**src/rtl/t03_pad_poll_ctrl.sv**
```systemverilog
// NES-style pad poller: latch pulse, settle, then 8 sample/clock steps feeding a serial-to-parallel register.
// Start latency 1 cycle; frame is 17*CLK_DIV+9 cycles; no backpressure, start_req is dropped while busy.
module t03_pad_poll_ctrl #(
  parameter int CLK_DIV     = 300,
  parameter int POLL_PERIOD = 833333
) (
  input  logic clk_i,
  input  logic rst_i,
  input  logic enable_i,
  input  logic start_req_i,
  input  logic pad_data_i,
  output logic pad_latch_o,
  output logic pad_clk_o,
  output logic shift_en_o,
  output logic shift_data_o,
  output logic finished_o,
  output logic busy_o
);

  localparam int PH_W = $clog2(2 * CLK_DIV);
  localparam int PL_W = (POLL_PERIOD > 1) ? $clog2(POLL_PERIOD) : 1;
  localparam logic [PH_W-1:0] LATCH_END = PH_W'(2 * CLK_DIV - 1);
  localparam logic [PH_W-1:0] DIV_END   = PH_W'(CLK_DIV - 1);
  localparam logic [PL_W-1:0] POLL_END  = PL_W'(POLL_PERIOD - 1);

  typedef enum logic [2:0] {
    S_IDLE, S_LATCH, S_SETTLE, S_SAMPLE, S_CLK_HI, S_CLK_LO, S_DONE
  } state_e;

  state_e          state_q, state_d;
  logic [PH_W-1:0] phase_q, phase_d;
  logic [2:0]      bit_q, bit_d;
  logic [PL_W-1:0] poll_q, poll_d;
  logic            sync1_q, sync2_q;

  always_ff @(posedge clk_i) begin
    if (rst_i) begin
      state_q <= S_IDLE;
      phase_q <= '0;
      bit_q   <= '0;
      poll_q  <= '0;
      sync1_q <= 1'b1;
      sync2_q <= 1'b1;
    end else begin
      state_q <= state_d;
      phase_q <= phase_d;
      bit_q   <= bit_d;
      poll_q  <= poll_d;
      sync1_q <= pad_data_i;
      sync2_q <= sync1_q;
    end
  end

  always_comb begin
    state_d     = state_q;
    phase_d     = phase_q;
    bit_d       = bit_q;
    poll_d      = poll_q;
    pad_latch_o = 1'b0;
    pad_clk_o   = 1'b0;
    shift_en_o  = 1'b0;
    finished_o  = 1'b0;
    case (state_q)
      S_IDLE: begin
        if (enable_i) poll_d = poll_q + 1'b1;
        if (start_req_i || (enable_i && poll_q == POLL_END)) begin
          state_d = S_LATCH;
          poll_d  = '0;
          bit_d   = '0;
          phase_d = '0;
        end
      end
      S_LATCH: begin
        pad_latch_o = 1'b1;
        if (phase_q == LATCH_END) begin
          state_d = S_SETTLE;
          phase_d = '0;
        end else begin
          phase_d = phase_q + 1'b1;
        end
      end
      // Settle covers pad output delay plus the two synchronizer stages.
      S_SETTLE: begin
        if (phase_q == DIV_END) begin
          state_d = S_SAMPLE;
          phase_d = '0;
        end else begin
          phase_d = phase_q + 1'b1;
        end
      end
      S_SAMPLE: begin
        shift_en_o = 1'b1;
        phase_d    = '0;
        if (bit_q == 3'd7) begin
          state_d = S_DONE;
        end else begin
          bit_d   = bit_q + 1'b1;
          state_d = S_CLK_HI;
        end
      end
      S_CLK_HI: begin
        pad_clk_o = 1'b1;
        if (phase_q == DIV_END) begin
          state_d = S_CLK_LO;
          phase_d = '0;
        end else begin
          phase_d = phase_q + 1'b1;
        end
      end
      S_CLK_LO: begin
        if (phase_q == DIV_END) begin
          state_d = S_SAMPLE;
          phase_d = '0;
        end else begin
          phase_d = phase_q + 1'b1;
        end
      end
      S_DONE: begin
        finished_o = 1'b1;
        state_d    = S_IDLE;
      end
      default: state_d = S_IDLE;
    endcase
  end

  assign busy_o       = (state_q != S_IDLE);
  assign shift_data_o = sync2_q;

endmodule

```
**config.mk**
```make
export PLATFORM = sky130hd
export DESIGN_NAME = t03_pad_poll_ctrl
export DESIGN_NICKNAME = d
export VERILOG_FILES = /design/src/rtl/t03_pad_poll_ctrl.sv
export SDC_FILE = /design/constraint.sdc
export NUM_CORES = 1
export LEC_CHECK = 0
export ABC_AREA = 1
export CAP_MARGIN = 10
export CORE_AREA = 2 2 72 74
export CTS_BUF_LIST = sky130_fd_sc_hd__clkbuf_8
export DETAILED_ROUTE_END_ITERATION = 8
export DIE_AREA = 0 0 74 76
export PLACE_DENSITY = 0.78
export SLEW_MARGIN = 10
export SYNTH_ARGS = -nofsm -noshare
export SYNTH_HDL_FRONTEND = slang
export SYNTH_SLANG_ARGS = --single-unit
```
**constraint.sdc**
```tcl
create_clock -name clk_i -period 1.58 [get_ports clk_i]
set_input_delay 0.316 -clock clk_i [delete_from_list [all_inputs] [get_ports clk_i]]
set_output_delay 0.316 -clock clk_i [all_outputs]
set_load 0.05 [all_outputs]
```
[After elaboration in Yosys (flattened, before gate mapping)]
Index checks and enable logic that the tools add are counted.
W data, S select, Z words.
Word-level totals
  bits in registers: 38
  input bits: 5
  output and inout bits: 6
  word-level logic and storage cells: 56
Operators by class
  add/sub/neg operators: 3
  eq/ne operators: 15
  mux-type cells: 19
  reduce and logical (&&, ||, !) cells: 13
Operators by type and width (count)
  $mux W20: 2
  $pmux W10 S4: 1
  $mux W10: 3
  $add A20 B1 Y20 const B: 1
  $eq A20 B20 Y1 const B: 1
  $mux W3: 6
  $pmux W3 S5: 1
  $eq A3 B3 Y1 const B: 4
  $add A10 B1 Y10 const B: 1
  $eq A10 B10 Y1 const B: 1
  $eq A10 B9 Y1 const B: 1
  $ne A2 B2 Y1 const B: 4
  $eq A3 B2 Y1 const B: 2
  $pmux W3 S2: 1
  $mux W1: 4
  $reduce_and A2 Y1: 2
  $reduce_and A4 Y1: 1
  $reduce_bool A2 Y1: 2
  $reduce_bool A4 Y1: 1
  $add A3 B1 Y3 const B: 1
  $eq A3 B1 Y1 const B: 1
  $logic_not A3 Y1: 1
  $reduce_and A3 Y1: 1
  $reduce_bool A3 Y1: 1
  6 further kinds: 6

[Logic depth before layout (Yosys ltp)]
  depth after elaboration: 5
  mapped depth: 14

[Worst setup path after synthesis]
OpenSTA, ideal clock, no wires.
  path kind: register to register
  start: reg state_q[2]
  end: reg state_q[1]
  library setup time: 113 ps
  arrival: 1723 ps
  data required time: 1467 ps
  path slack: -255 ps
  stages on the path, launching flop included: 9
  buffers on the path: 0
  clock period less this slack: 1835 ps
  cell sequence: dfxtp_1 nor3_2 nand2_2 nand2_4 inv_2 nand2_1 nand2_1 nand2_1 nor2_1
On the way
  word-level cells in the longest chain between the ends: 4
  elaborated cells on any way between the ends: 13
  those cells by class: eq/ne: 9; mux: 1; reduce/logical: 3
RTL lines
  from (decl): RTL line 30  | state_e state_q, state_d;
  from (signal assigned): RTL line 45  | state_q <= state_d;
  $eq A3 B3 Y1 / $eq A3 B2 Y1 (equally long branches): RTL line 63  | case (state_q)
  $reduce_or A2 Y1 (no source line)
  $ne A2 B1 Y1 (no source line)
  $reduce_and A4 Y1 (no source line)
Several ways; a longest one is shown, not always the timed one.
A chain may end at the register's enable or synchronous reset.

[Final worst setup path]
  start: reg state_q[1]
  end: out finished_o
On the way
  word-level cells in the longest chain between the ends: 2
RTL lines
  $eq A3 B3 Y1: RTL line 63
  $mux W1: RTL line 63
  to (decl): RTL line 16  | output logic finished_o,
Every way passes these cells.

==> results.py <==
metrics = {
    "pwr": {
        "p_leak_uw": 0.001313,
        "pwr-share-comb": 0.448,
        "p_sw_frac": 0.3704,
        "power.total_uw": 3905,
        "seqPwrFrac": 0.291,
        "p_sw_uw": 1446,
        "irDropWorstVdd_mv": 0.8175,
        "p_per_area_mw_per_mm2": 1250,
        "p_clk_frac": 0.261,
        "p_int_uw": 2459,
    },
    "clock_tree": {
        "cts_inserted_buffers": 5,
        "cts_sinks": 38,
        "cts_tree": "yes",
        "cts.htree.levels": 2,
        "path_clk_slew_ns": 0.08,
        "cts_hold_buf": 0,
        "cts_buffer_depth": 2,
        "cts_root_buf": "clkbuf_8",
        "clk-insertion-delay-late_ns": 0.30,
    },
    "hold_path": {
        "worstHoldStart": "sync1_q$_SDFF_PP1_",
        "worstHoldPathType": "reg2reg",
        "min_to": "shift_data_o$_SDFF_PP1_",
        "min_path_cells": 1,
    },
    "floorplanning": {
        "die_area_mm2": 0.005624,
        "initial_core_util": 0.5013,
        "io-pin-count": 11,
        "die_height_um": 76,
        "row_count": 26,
        "fp.coreArea_mm2": 0.004912,
        "die_w_um": 74,
    },
    "status": {
        "status": "complete, no violations",
    },
    "setup_path": {
        "critical_path_class": "reg2out",
        "cp-start-kind": "register",
        "cp_data_arrival_time_ns": 1.24,
        "end_kind": "output port",
        "r2r-end": "state_q[1]$_SDFFE_PP0P_",
        "r2r_setup_slack_ns": 0.07,
        "r2r_start": "poll_q[1]$_SDFFE_PP0P_",
        "worst_r2r_path_depth": 13,
        "crit_fanout": 6,
        "required_ns": 1.26,
    },
    "logic_synthesis": {
        "ys_types": 33,
        "synth.ff_latch_count": 38,
        "yosys_warnings": 0,
        "syn-cell-area_mm2": 0.002462,
        "muxShareOfSynthArea": 0,
        "synthXorXnorAreaFrac": 0.01067,
        "seq_area_frac_synth": 0.3089,
        "yosys.area_share.simple": 0.4578,
        "syn-num-nets": 403,
        "avgSynthCellArea_um2": 6.266,
        "synth-compound-area-share": 0.08689,
        "synth_fa_ha_area_frac": 0.02541,
        "netlist_instances": 393,
        "synth_top_family_by_area": "simple AND/OR/NAND/NOR gates",
    },
    "global_routing": {
        "grt_max_degree": 26,
        "globalRouteOverflowTotal": 0,
        "antenna_found_initial": 0,
        "first_global_vias": 2297,
        "grt.total_usage": 0.2114,
        "grt_pass1_wl_mm": 9.528,
    },
    "placed_design": {
        "numPortBuffers": 10,
        "post-place-ws_ns": -0.2087,
        "hpwl_mm": 4.042,
        "gp_congestion": 0.8696,
    },
    "timing": {
        "rsz0062_at_grt": "true",
        "finalSetupViolCount": 0,
        "finClkSkew_ns": 0.007661,
        "hold_viol": 0,
        "tightest_slew_ns": 0.3275,
        "timing.final.crit_share": 0.9879,
        "final.setup.worst_slack_ns": 0.01907,
        "fin_setup_tns_ns": 0,
        "relSlewSlack": 0.7800,
        "clock.fmax_mhz": 640.6,
        "slew_violations": 0,
        "min_period_ns": 1.561,
    },
    "routing": {
        "dr.pass1.iters": 4,
        "via_per_inst": 5.064,
        "wl_per_cell_um": 11.66,
        "drt-total-wl_mm": 5.832,
        "vias": 2532,
        "drc": 0,
        "ant_nets": 0,
        "drtIter0Drc": 145,
    },
    "final_layout": {
        "ff_latch_area_um2": 774.5,
        "diodes": 0,
        "nFillCells": 423,
        "nets": 439,
        "drive_gt1_frac": 0.2512,
        "fin_util": 0.6360,
        "final_cell_mix": "105 x nand2_1, 50 x nor2_1, 41 x inv_1",
        "area.growth.synth_to_final_pct": 26.88,
        "multiInputGateArea_mm2": 0.001516,
        "layout_commonest_cell": "nand2_1",
    },
    "flow_run": {
        "cap_violations": 0,
    },
}
## area by class of cell
class	count	area share
clock buffers	6	0.02643
multi-input cells	292	0.4854
repair buffers	38	0.1258
well taps	70	0.02803
clock inverters	2	0.01922
flip-flops and latches	38	0.2479
inverters	54	0.06728
## worst max path at each step
| stage | end | cells after the start | start |
|---|---|---|---|
| 2_1_floorplan | state_q[1]$_SDFFE_PP0P_ | 8 | state_q[2]$_SDFFE_PP0P_ |
| 3_3_place_gp | poll_q[10]$_SDFFE_PP0P_ | 12 | enable_i |
| 3_5_place_dp | poll_q[10]$_SDFFE_PP0P_ | 12 | enable_i |
| 4_1_cts | finished_o | 4 | state_q[1]$_SDFFE_PP0P_ |
| 5_1_grt | state_q[1]$_SDFFE_PP0P_ | 13 | poll_q[1]$_SDFFE_PP0P_ |
| 6_report | finished_o | 4 | state_q[1]$_SDFFE_PP0P_ |
## routing by layer
metal | GRT usage | wire length [µm] | share of wire
met1 | 0.2582 | 2593 | 0.44
met3 | 0.05820 | 322 | 0.055
met4 | 0.07091 | 96 | 0.016
met5 | 0 | 0 | 0
met2 | 0.3518 | 2820 | 0.48
## power groups by stage
stage               Combinational, µW  Clock (µW)  Sequential, µW
floorplan                        1030           0            1130
global placement                 1540           0            1120
detailed placement               1560           0            1120
CTS                              1620        1030            1100
global route                     1900        1090            1150
finish                           1750        1020            1140
## worst max-delay path, stage by stage (launching register included)
cell and delay, ns:
dfxtp_2 0.36, buf_4 0.15, nand2_2 0.14, nor2_4 0.16, buf_12 0.14
## through the flow
| stage | hold slack, ns | std cells | cell area [µm²] |
|---|---|---|---|
| after global placement | 0.3993 | 486 | 2830 |
| after CTS | 0.4241 | 497 | 3003 |
| after global routing | 0.4426 | 500 | 3124 |
| after detailed placement | 0.4019 | 486 | 2830 |
| after floorplan | 0.3895 | 393 | 2471 |
| final | 0.4200 | 500 | 3124 |
## logic make-up (layout without fill, tap and decap cells)
kind of cell / after synthesis / count (layout)
xor+xnor: 3 / 3
simple gates: 244 / 244
flops: 38 / 38
fa+ha+maj: 5 / 5
buf+inv: 63 / 100
compound gates: 40 / 40
## cells in the mapped netlist
cell type | n | share of area
nor2_4 | 1 | 0.0046
nand2_2 | 6 | 0.015
nor2_1 | 54 | 0.082
o21a_1 | 2 | 0.0061
nand2_1 | 110 | 0.17
nor3_1 | 8 | 0.016
nand3b_1 | 3 | 0.0091
nand2_4 | 2 | 0.0091
inv_4 | 1 | 0.0025
clkbuf_1 | 2 | 0.0030
inv_2 | 9 | 0.014
a21oi_1 | 27 | 0.055
o21ai_2 | 1 | 0.0036
nor3_2 | 2 | 0.0081
inv_1 | 44 | 0.067
a31oi_1 | 1 | 0.0025
nor2_8 | 1 | 0.0081
nor3b_2 | 1 | 0.0051
xor2_1 | 3 | 0.011
or2_1 | 1 | 0.0025
dfxtp_1 | 38 | 0.31
buf_4 | 2 | 0.0061
nor2_2 | 5 | 0.013
buf_6 | 3 | 0.014
ha_1 | 5 | 0.025
or2_2 | 3 | 0.0076
o21ai_1 | 1 | 0.0020
nand3_1 | 35 | 0.071
nand3_2 | 5 | 0.020
nand4_1 | 7 | 0.018
buf_2 | 2 | 0.0041
a31o_2 | 1 | 0.0036
o21ai_0 | 7 | 0.014
## sequential cells by signal (all words and copies together), names as in the netlist
| name | flops |
|---|---|
| shift_data_o | 1 |
| phase_q | 10 |
| bit_q | 3 |
| poll_q | 20 |
| sync1_q | 1 |
| state_q | 3 |
## timing repair
item	4_1_cts	5_1_grt
endpoints found under the hold margin	0	0
gates resized for setup	3	36
pin swaps	1	7
cloned	0	1
setup buffers	3	2
endpoints found under the setup margin	5	41
No activity file was read; power rests on OpenSTA's default activity.
